<file path="config.mk">
export PLATFORM = sky130hd
export DESIGN_NAME = tile_reset_sequencer_flat
export DESIGN_NICKNAME = d
export VERILOG_FILES = /design/src/rtl/tile_reset_pkg.sv /design/src/rtl/tile_reset_sequencer_if.sv /design/src/rtl/tile_reset_sequencer_tracker.sv /design/src/rtl/tile_reset_sequencer.sv /design/src/flat_wrapper.sv
export SDC_FILE = /design/constraint.sdc
export NUM_CORES = 1
export LEC_CHECK = 0
export CAP_MARGIN = 20
export CORE_MARGIN = 2
export CORE_UTILIZATION = 27
export DETAILED_ROUTE_END_ITERATION = 10
export PLACE_DENSITY = 0.42
export SYNTH_ARGS = -nofsm -noshare
export SYNTH_HDL_FRONTEND = slang
export SYNTH_SLANG_ARGS = --single-unit
</file>
<file path="constraint.sdc">
create_clock -name clock -period 6.2 [get_ports clock]
set_clock_uncertainty 0.05 [all_clocks]
set_input_delay 1.24 -clock clock [delete_from_list [all_inputs] [get_ports clock]]
set_output_delay 1.24 -clock clock [all_outputs]
set_load 0.01 [all_outputs]
</file>
<file path="src/rtl/tile_reset_pkg.sv">
// Shared types and helpers for the tile reset sequencer.
package tile_reset_pkg;

  typedef enum logic [2:0] {
    ST_RUN    = 3'd0,
    ST_FENCE  = 3'd1,
    ST_DRAIN  = 3'd2,
    ST_ASSERT = 3'd3,
    ST_SETTLE = 3'd4
  } tile_state_e;

  // Width of a timer that counts 0 .. max_count-1.
  function automatic int unsigned tmr_width(input int unsigned max_count);
    return (max_count < 2) ? 1 : $clog2(max_count);
  endfunction

endpackage

</file>
<file path="src/rtl/tile_reset_sequencer_if.sv">
// TileLink channel handshake observation plus the A-channel fence toward the tile wrapper.
interface tile_reset_sequencer_if;

  logic a_fire;
  logic a_last;
  logic c_rel_fire;
  logic d_fire;
  logic d_last;
  logic d_is_grant;
  logic e_fire;
  logic a_block;

  modport master (
    output a_fire, a_last, c_rel_fire, d_fire, d_last, d_is_grant, e_fire,
    input  a_block
  );

  modport slave (
    input  a_fire, a_last, c_rel_fire, d_fire, d_last, d_is_grant, e_fire,
    output a_block
  );

endinterface

</file>
<file path="src/rtl/tile_reset_sequencer_tracker.sv">
// Saturating outstanding-transaction and grant counters plus A-burst tracking.
module tile_txn_tracker
  import tile_reset_pkg::*;
#(
  parameter int unsigned CNT_W = 6
) (
  input  logic             clock,
  input  logic             reset_n,
  input  logic             clear_i,
  input  logic             a_fire_i,
  input  logic             a_last_i,
  input  logic             c_rel_fire_i,
  input  logic             d_fire_i,
  input  logic             d_last_i,
  input  logic             d_is_grant_i,
  input  logic             e_fire_i,
  output logic [CNT_W-1:0] outstanding_o,
  output logic             burst_next_o,
  output logic             quiescent_o
);

  logic [CNT_W-1:0] outstanding_q, outstanding_d;
  logic [CNT_W-1:0] grants_q, grants_d;
  logic             in_burst_q, in_burst_d;
  logic [1:0]       out_inc;
  logic             out_dec;
  logic             gnt_inc;
  logic             gnt_dec;

  // Add up to two, subtract one, clamp to [0, all-ones].
  function automatic logic [CNT_W-1:0] sat_step(input logic [CNT_W-1:0] cur,
                                                input logic [1:0]       inc,
                                                input logic             dec);
    logic [CNT_W+1:0] sum;
    sum = {2'b00, cur} + {{CNT_W{1'b0}}, inc};
    if (dec && (sum == '0)) return '0;
    sum = sum - {{(CNT_W+1){1'b0}}, dec};
    if (sum > {2'b00, {CNT_W{1'b1}}}) return '1;
    return sum[CNT_W-1:0];
  endfunction

  assign out_inc = {1'b0, a_fire_i & a_last_i} + {1'b0, c_rel_fire_i};
  assign out_dec = d_fire_i & d_last_i;
  assign gnt_inc = d_fire_i & d_last_i & d_is_grant_i;
  assign gnt_dec = e_fire_i;

  always_comb begin
    outstanding_d = sat_step(outstanding_q, out_inc, out_dec);
    grants_d      = sat_step(grants_q, {1'b0, gnt_inc}, gnt_dec);
    in_burst_d    = a_fire_i ? !a_last_i : in_burst_q;
    if (clear_i) begin
      outstanding_d = '0;
      grants_d      = '0;
      in_burst_d    = 1'b0;
    end
  end

  always_ff @(posedge clock or negedge reset_n) begin
    if (!reset_n) begin
      outstanding_q <= '0;
      grants_q      <= '0;
      in_burst_q    <= 1'b0;
    end else begin
      outstanding_q <= outstanding_d;
      grants_q      <= grants_d;
      in_burst_q    <= in_burst_d;
    end
  end

  assign outstanding_o = outstanding_q;
  // The fence looks one beat ahead so a new message cannot start in the cycle the fence closes.
  assign burst_next_o  = in_burst_d;
  assign quiescent_o   = (outstanding_q == '0) && (grants_q == '0) && !in_burst_q;

endmodule

</file>
<file path="src/rtl/tile_reset_sequencer.sv">
// Fences, drains, resets and settles one tile reset domain on power-on or software request.
// Optional drain timeout is enabled by defining TILE_RST_DRAIN_TIMEOUT_EN.
module tile_reset_sequencer
  import tile_reset_pkg::*;
#(
  parameter int unsigned CNT_W          = 6,
  parameter int unsigned RESET_CYCLES   = 16,
  parameter int unsigned SETTLE_CYCLES  = 8,
  parameter int unsigned TIMEOUT_CYCLES = 4096
) (
  input  logic                  clock,
  input  logic                  reset_n,
  input  logic                  sw_reset_req,
  tile_reset_sequencer_if.slave tl,
  output logic                  tile_reset,
  output logic                  busy,
  output logic                  done,
  output logic [CNT_W-1:0]      outstanding,
  output logic                  drain_timeout
);

  localparam logic [2:0] S_RUN    = ST_RUN;
  localparam logic [2:0] S_FENCE  = ST_FENCE;
  localparam logic [2:0] S_DRAIN  = ST_DRAIN;
  localparam logic [2:0] S_ASSERT = ST_ASSERT;
  localparam logic [2:0] S_SETTLE = ST_SETTLE;

  localparam int unsigned TMR_MAX = (RESET_CYCLES > SETTLE_CYCLES) ? RESET_CYCLES : SETTLE_CYCLES;
  localparam int unsigned TMR_W   = tmr_width(TMR_MAX);
  localparam logic [TMR_W-1:0] RST_LAST = TMR_W'(RESET_CYCLES - 1);
  localparam logic [TMR_W-1:0] SET_LAST = TMR_W'((SETTLE_CYCLES > 0) ? SETTLE_CYCLES - 1 : 0);

  logic [2:0]       state_q, state_d;
  logic [TMR_W-1:0] tmr_q, tmr_d;
  logic             tile_reset_q, tile_reset_d;
  logic             a_block_q, a_block_d;
  logic             busy_q, busy_d;
  logic             done_q, done_d;
  logic             burst_next;
  logic             quiescent;

  tile_txn_tracker #(
    .CNT_W(CNT_W)
  ) u_tracker (
    .clock         (clock),
    .reset_n       (reset_n),
    .clear_i       (tile_reset_q),
    .a_fire_i      (tl.a_fire),
    .a_last_i      (tl.a_last),
    .c_rel_fire_i  (tl.c_rel_fire),
    .d_fire_i      (tl.d_fire),
    .d_last_i      (tl.d_last),
    .d_is_grant_i  (tl.d_is_grant),
    .e_fire_i      (tl.e_fire),
    .outstanding_o (outstanding),
    .burst_next_o  (burst_next),
    .quiescent_o   (quiescent)
  );

`ifdef TILE_RST_DRAIN_TIMEOUT_EN
  localparam int unsigned DRN_W = tmr_width(TIMEOUT_CYCLES);
  localparam logic [DRN_W-1:0] DRN_LAST = DRN_W'(TIMEOUT_CYCLES - 1);

  logic [DRN_W-1:0] drn_tmr_q, drn_tmr_d;
  logic             drain_timeout_q;
  logic             tmo_hit;

  // Drained counters win over a timeout that lands in the same cycle.
  assign tmo_hit   = (state_q == S_DRAIN) && !quiescent && (drn_tmr_q == DRN_LAST);
  assign drn_tmr_d = ((state_q == S_DRAIN) && (state_d == S_DRAIN)) ? drn_tmr_q + 1'b1 : '0;

  always_ff @(posedge clock or negedge reset_n) begin
    if (!reset_n) begin
      drn_tmr_q       <= '0;
      drain_timeout_q <= 1'b0;
    end else begin
      drn_tmr_q       <= drn_tmr_d;
      drain_timeout_q <= drain_timeout_q | tmo_hit;
    end
  end

  assign drain_timeout = drain_timeout_q;
`else
  assign drain_timeout = 1'b0;
`endif

  always_comb begin
    state_d = state_q;
    case (state_q)
      S_RUN:    if (sw_reset_req) state_d = S_FENCE;
      S_FENCE:  if (!burst_next) state_d = S_DRAIN;
      S_DRAIN: begin
        if (quiescent) state_d = S_ASSERT;
`ifdef TILE_RST_DRAIN_TIMEOUT_EN
        else if (tmo_hit) state_d = S_ASSERT;
`endif
      end
      S_ASSERT: if (tmr_q == RST_LAST) state_d = (SETTLE_CYCLES == 0) ? S_RUN : S_SETTLE;
      S_SETTLE: if (tmr_q == SET_LAST) state_d = S_RUN;
      default:  state_d = S_ASSERT;
    endcase
  end

  always_comb begin
    tmr_d = '0;
    if ((state_d == state_q) && ((state_q == S_ASSERT) || (state_q == S_SETTLE)))
      tmr_d = tmr_q + 1'b1;
  end

  // Outputs are decoded from the next state so they change together with it.
  always_comb begin
    tile_reset_d = (state_d == S_ASSERT);
    a_block_d    = !((state_d == S_RUN) || (state_d == S_FENCE));
    busy_d       = (state_d != S_RUN);
    done_d       = (state_d == S_RUN) && (state_q != S_RUN);
  end

  always_ff @(posedge clock or negedge reset_n) begin
    if (!reset_n) begin
      state_q      <= S_ASSERT;
      tmr_q        <= '0;
      tile_reset_q <= 1'b1;
      a_block_q    <= 1'b1;
      busy_q       <= 1'b1;
      done_q       <= 1'b0;
    end else begin
      state_q      <= state_d;
      tmr_q        <= tmr_d;
      tile_reset_q <= tile_reset_d;
      a_block_q    <= a_block_d;
      busy_q       <= busy_d;
      done_q       <= done_d;
    end
  end

  assign tile_reset = tile_reset_q;
  assign tl.a_block = a_block_q;
  assign busy       = busy_q;
  assign done       = done_q;

endmodule

</file>
<file path="src/flat_wrapper.sv">
// flat-port wrapper written by rule: the top's interface ports become plain ports
module tile_reset_sequencer_flat import tile_reset_pkg::*;
#(
  parameter int unsigned CNT_W          = 6,
  parameter int unsigned RESET_CYCLES   = 16,
  parameter int unsigned SETTLE_CYCLES  = 8,
  parameter int unsigned TIMEOUT_CYCLES = 4096
)
  (clock, reset_n, sw_reset_req, tile_reset, busy, done, outstanding, drain_timeout, tl_a_fire, tl_a_last, tl_c_rel_fire, tl_d_fire, tl_d_last, tl_d_is_grant, tl_e_fire, tl_a_block);
  tile_reset_sequencer_if tl_i ();
  input  logic clock;
  input  logic reset_n;
  input  logic sw_reset_req;
  output logic tile_reset;
  output logic busy;
  output logic done;
  output logic [CNT_W-1:0] outstanding;
  output logic drain_timeout;
  input wire logic [$bits(tl_i.a_fire)-1:0] tl_a_fire;
  input wire logic [$bits(tl_i.a_last)-1:0] tl_a_last;
  input wire logic [$bits(tl_i.c_rel_fire)-1:0] tl_c_rel_fire;
  input wire logic [$bits(tl_i.d_fire)-1:0] tl_d_fire;
  input wire logic [$bits(tl_i.d_last)-1:0] tl_d_last;
  input wire logic [$bits(tl_i.d_is_grant)-1:0] tl_d_is_grant;
  input wire logic [$bits(tl_i.e_fire)-1:0] tl_e_fire;
  output wire logic [$bits(tl_i.a_block)-1:0] tl_a_block;
  assign tl_i.a_fire = tl_a_fire;
  assign tl_i.a_last = tl_a_last;
  assign tl_i.c_rel_fire = tl_c_rel_fire;
  assign tl_i.d_fire = tl_d_fire;
  assign tl_i.d_last = tl_d_last;
  assign tl_i.d_is_grant = tl_d_is_grant;
  assign tl_i.e_fire = tl_e_fire;
  assign tl_a_block = tl_i.a_block;
  tile_reset_sequencer #(.CNT_W(CNT_W), .RESET_CYCLES(RESET_CYCLES), .SETTLE_CYCLES(SETTLE_CYCLES), .TIMEOUT_CYCLES(TIMEOUT_CYCLES)) u_core (.clock(clock), .reset_n(reset_n), .sw_reset_req(sw_reset_req), .tl(tl_i), .tile_reset(tile_reset), .busy(busy), .done(done), .outstanding(outstanding), .drain_timeout(drain_timeout));
endmodule
</file>
Yosys cells after proc, flatten, opt, wreduce, memory -nomap -nowiden
Index checks and enable logic that the tools add are counted.

cells by class
  equal/unequal tests = 9
  bitwise logic cells = 3
  mux-type cells = 25
  reductions and logical operators = 19
  add/sub/neg operators = 6
  $lt $le $gt $ge = 2

operators with widths
  cell                                                 count
  2-to-1 mux 6 bit                                     10
  > comparator 8 x 6 -> 1 bit, second input constant   2
  logical NOT 8 bit                                    2
  subtractor 7 x 1 -> 8 bit                            2
  2-to-1 mux 3 bit                                     5
  case mux 3 bit (5 select lines)                      1
  logical NOT 6 bit                                    2
  equality test 3 x 2 -> 1 bit, second input constant  3
  2-to-1 mux 1 bit                                     8
  adder 6 x 1 -> 7 bit                                 1
  adder 6 x 2 -> 7 bit                                 1
  equality test 3 x 1 -> 1 bit, second input constant  2
  logical AND 1 bit                                    6
  logical NOT 3 bit                                    2
  nonzero test 3 bit                                   2
  adder 4 x 1 -> 4 bit, second input constant          1
  equality test 4 x 3 -> 1 bit, second input constant  1
  equality test 4 bit, second input constant           1
  2-to-1 mux 4 bit                                     1
  bitwise AND 1 bit                                    3
  equality test 3 bit                                  1
  equality test 3 bit, second input constant           1
  logical NOT 1 bit                                    3
  adder 1 x 1 -> 2 bit                                 1
  logical OR 1 bit                                     2

storage, ports and cells
  input bits = 10
  output and inout bits = 11
  word-level logic and storage cells = 73
  flip-flop bits (word level) = 24

Longest topological paths before layout
  depth in word-level cells = 10
  mapped depth = 10
  gate-level depth less buffers = 10

Cells and area by module
From an unflattened synthesis, not the netlist that was laid out.

unflattened totals
  cell total of the unflattened synthesis = 182
  area total of the unflattened synthesis = 1687.9 um^2

by module, submodules not included
  module                times used  cells an instance  area an instance (um^2)
  tile_txn_tracker      1           134                1137.3
  tile_reset_sequencer  1           48                 550.5

Worst setup path before layout
No wires, ideal clock.

  path type = input to register
  from = input tl_a_fire
  to = register u_core.u_tracker.outstanding_q[0] (netlist: u_core.u_tracker.outstanding_o[0])
  stages on the path = 9
  slack = 3044 ps
  data arrival time = 3028 ps
  library setup time = 78 ps
  required time = 6072 ps
  path through = and2_1 fa_1 ha_1 inv_1 ha_1 a31oi_1 nand4_1 o21a_2 a21oi_1

on the way
  longest elaborated chain between the ends = 10
  elaborated cells between the ends (all ways) = 14

ends and longest elaborated chain
  what                                   line                                source
  start: declaration                     flat_wrapper.sv:19                  input wire logic [$bits(tl_i.a_fire)-1:0] tl_a_fire;
  bitwise AND 1 bit (*)                  tile_reset_sequencer_tracker.sv:42  assign out_inc = {1'b0, a_fire_i & a_last_i} + {1'b0, c_rel_fire_i};
  adder 1 x 1 -> 2 bit (*)               tile_reset_sequencer_tracker.sv:42
  adder 6 x 2 -> 7 bit (*)               tile_reset_sequencer_tracker.sv:35  sum = {2'b00, cur} + {{CNT_W{1'b0}}, inc};
  subtractor 7 x 1 -> 8 bit              tile_reset_sequencer_tracker.sv:37  sum = sum - {{(CNT_W+1){1'b0}}, dec};
  > comparator 8 x 6 -> 1 bit            tile_reset_sequencer_tracker.sv:38  if (sum > {2'b00, {CNT_W{1'b1}}}) return '1;
  2-to-1 mux 1 bit                       tile_reset_sequencer_tracker.sv:38
  2-to-1 mux 1 bit                       tile_reset_sequencer_tracker.sv:37
  2-to-1 mux 6 bit                       tile_reset_sequencer_tracker.sv:39  return sum[CNT_W-1:0];
  2-to-1 mux 6 bit (*)                   tile_reset_sequencer_tracker.sv:37
  2-to-1 mux 6 bit (*)                   tile_reset_sequencer_tracker.sv:51  if (clear_i) begin
  net u_core.u_tracker.outstanding_d[0]  tile_reset_sequencer_tracker.sv:22  logic [CNT_W-1:0] outstanding_q, outstanding_d;
  end signal: assignment                 tile_reset_sequencer_tracker.sv:64  outstanding_q <= outstanding_d;
  end: declaration                       tile_reset_sequencer_tracker.sv:22

Mark *: on every way through the listed nets, which the timed path passes. The rest lies on a longest branch. The select of a mux whose other input is x is not followed.

Worst setup path after layout
  from = input tl_a_fire
  to = register u_core.u_tracker.outstanding_q[1] (netlist: u_core.u_tracker.outstanding_o[1])

Same word-level chain as after synthesis.

==> results.sh <==
export IMPL_cpMaxStageDelayCell="fa_1"
export IMPL_mostFrequentLayoutCells="19 x clkdlybuf4s50_1, 19 x dfrtp_1, 18 x a21oi_1, 10 x nor2_1, 9 x ha_1"
export IMPL_r2r_start="u_core.u_tracker.outstanding_o[0]"
export IMPL_p_sw_share_pct=40.29
export IMPL_internal_power_uw=452.7
export IMPL_slew_viol_final=0
export IMPL_rr_worst_depth=8
export IMPL_final_cell_area_mm2=0.001917
export IMPL_avgViaCountPerCell=4.984
export IMPL_syn_instance_count=169
export IMPL_vias=1286
export IMPL_finalCritPeriodShare_pct=56.42
export IMPL_drtPass1Iterations=4
export IMPL_critPathCaptureType="flip-flop"
export IMPL_cts_tree="built"
export IMPL_path_cells="clkdlybuf4s50_1 -> and2_1 -> fa_1 -> ha_1 -> inv_1 -> ha_1 -> a31oi_1 -> nand4_1 -> o21a_2 -> a21oi_1"
export IMPL_cts_setup_buffers=0
export IMPL_reg2reg_to="u_core.u_tracker.outstanding_o[1]"
export IMPL_place_area_mm2=0.001834
export IMPL_hold_path_end="u_core.tmr_q[0]"
export IMPL_p_sw_uw=305.4
export IMPL_antenna_cells=0
export IMPL_dp_hpwl_mm=2.616
export IMPL_p_per_area_mw_per_mm2=395.5
export IMPL_synth_warnings=0
export IMPL_finalPower_uw=758.1
export IMPL_die_h_um=81.50
export IMPL_portBuffers=19
export IMPL_grt_remaining_overflow=0
export IMPL_wl_per_cell_um=13.30
export IMPL_utilization_pct=32.76
export IMPL_power_clock_fraction_pct=13.9
export IMPL_final_setup_tns_ns=0
export IMPL_cts_buffers=3
export IMPL_io_pins=21
export IMPL_hold_path_class="reg -> reg"
export IMPL_core_rowCount=28
export IMPL_htree_levels=1
export IMPL_synthDistinctLibCells=51
export IMPL_vdd_drop_max_mv=0.1026
export IMPL_comb_power_share_pct=47.5
export IMPL_max_freq_ghz=0.2859
export IMPL_clockBufferDepth=2
export IMPL_grt_max_degree=25
export IMPL_rsz0062_at_grt="no"
export IMPL_min_path_cells=1
export IMPL_hold_buffers=0
export IMPL_synth_seq_cells=24
export IMPL_crit_type="in -> reg"
export IMPL_synthArstFlopShare_pct=100.0
export IMPL_clk_pin_slew_worst_paths_ns=0.08
export IMPL_worst_slew_pin_slew_ns=0.5119
export IMPL_path_common_cell="ha_1"
export IMPL_drtIter0Drc=91
export IMPL_status="complete, no violations"
export IMPL_num_fill_cells=589
export IMPL_drt_drc_violations_left=0
export IMPL_place_congestion=0.7824
export IMPL_track_usage_pct=11.39
export IMPL_grt_pass1_wl_mm=5.920
export IMPL_start_kind="input pin"
export IMPL_synth_area_mm2=0.001622
export IMPL_worst_hold_slack_ns=0.4241
export IMPL_syn_num_nets=189
export IMPL_grt_pass1_vias=1296
export IMPL_core_mm2=0.005851
export IMPL_clk_latency_ns=0.26
export IMPL_cts_num_sinks=24
export IMPL_area_growth_syn_to_layout_pct=18.21
export IMPL_antenna_found_initial=0
export IMPL_start_util_pct=27.72
export IMPL_hold_viol_final=0
export IMPL_synthFlopType="dfrtp_1"
export IMPL_synth_edff_count=0
export IMPL_drt_total_wl_mm=3.432
export IMPL_ys_seq_area_share_pct=37.42
export IMPL_fin_crit_ns=3.498
export IMPL_crit_arrival_ns=3.63
export IMPL_postRouteAntennaNets=0
export IMPL_dieArea_mm2=0.006641
export IMPL_fin_nets=204
export IMPL_hp_start="u_core.tmr_q[0]"
export IMPL_reg2reg_slack_ns=3.81
export IMPL_finalSetupViolations=0
export IMPL_die_w_um=81.50
export IMPL_cp_required_ns=6.33
export IMPL_max_stage_delay_ns=0.48
export IMPL_worst_path_max_fanout=6
export IMPL_seqPwrFrac_pct=38.6
export IMPL_clock_root_buffer="clkbuf_8"
export IMPL_ctsResizeCount=0
export IMPL_leakage_uw=0.0007724
export IMPL_drive_gt1_share_pct=10.93
export IMPL_relSlewSlack_pct=65.87
export IMPL_syn_area_per_cell_um2=9.595
export IMPL_drv_cap=0
## critical path, delay by kind of cell
kind / cells / cell delay (ns)
buffers and inverters: 2 / 0.47
adders and majority gates: 3 / 1.07
AOI/OAI and AO/OA: 3 / 0.56
and+or+nand+nor: 2 / 0.31
## kinds of logic (layout without fill, tap and decap cells)
kind of cell | Yosys count | count (layout) | synth area share (%)
simple gates | 57 | 57 | 21.22
compound gates | 46 | 46 | 19.06
flops | 24 | 24 | 37.42
buf+inv | 16 | 30 | 5.786
xor+xnor | 15 | 15 | 8.102
fa+ha+maj | 10 | 10 | 8.179
other cells | 1 | 1 | 0.2313
## cell type report
cell class	instances	area, um2	share of cell area, %
clock buffer	4	55.05	2.872
inverter	6	22.52	1.175
sequential	24	606.8	31.66
tap	75	93.84	4.896
multi-input combinational	129	920.9	48.04
timing repair buffer	20	217.7	11.36
## state kept, by name (all words and copies together) (netlist names)
signal,flops
u_core.busy,1
u_core.state_q,3
u_core.tl.a_block,1
u_core.tmr_q,4
u_core.u_tracker.outstanding_o,6
u_core.u_tracker.grants_q,6
u_core.u_tracker.in_burst_q,1
u_core.tile_reset,1
u_core.done,1
## layer usage
layer | vias up | part of all wire [%] | global-route usage [%]
met3 | 2 | 4.6 | 1.538
li1 | 647 | - | -
met2 | 23 | 47 | 18.85
met5 | - | 0 | 0
met1 | 614 | 47 | 15.25
met4 | 0 | 0.61 | 3.898
## worst max path at each step
stage,start,cells past startpoint,to,slack (ns)
floorplan,tl_a_fire,9,u_core.u_tracker.outstanding_o[0],3.04
global placement,tl_a_fire,10,u_core.u_tracker.outstanding_o[0],2.46
detailed placement,tl_a_fire,10,u_core.u_tracker.outstanding_o[1],2.44
CTS,tl_a_fire,10,u_core.u_tracker.outstanding_o[1],2.70
global route,tl_a_fire,10,u_core.u_tracker.outstanding_o[1],2.50
finish,tl_a_fire,10,u_core.u_tracker.outstanding_o[1],2.70
## Yosys cell counts (all sizes together), types with 2 or more instances
cell type / n / share of area [%]
o22ai: 4 / 1.5
nand4: 3 / 1.5
o21a: 3 / 1.5
a22oi: 2 / 0.93
dfstp: 5 / 8.1
nor3: 6 / 1.9
nor4: 3 / 1.2
nor2b: 2 / 0.77
and4: 2 / 1.1
xnor2: 8 / 4.3
a21oi: 18 / 5.6
a31oi: 4 / 1.5
dfrtp: 19 / 29
nor2: 10 / 2.3
and2: 5 / 1.9
nand2: 7 / 1.6
nand2b: 4 / 1.5
nand3: 4 / 1.2
inv: 6 / 1.4
nand3b: 3 / 1.4
o21bai: 2 / 1.2
buf: 9 / 4.1
nor4b: 3 / 2.0
ha: 9 / 6.9
o21ai: 3 / 0.93
xor2: 7 / 3.8
## power by group through the flow
stage / logic (uW) / registers (uW) / clock network (uW)
after global placement: 362 / 296 / 0
after CTS: 363 / 293 / 110
after detailed placement: 361 / 296 / 0
after floorplan: 297 / 260 / 0
after global routing: 407 / 305 / 118
final: 360 / 293 / 105
## stage by stage
step | std cells | worst slack [ns]
after floorplan | 169 | 3.044
after global placement | 253 | 2.456
after detailed placement | 253 | 2.441
after CTS | 257 | 2.702
after global routing | 258 | 2.502
final | 258 | 2.702
(Power assumes the default switching activity.)
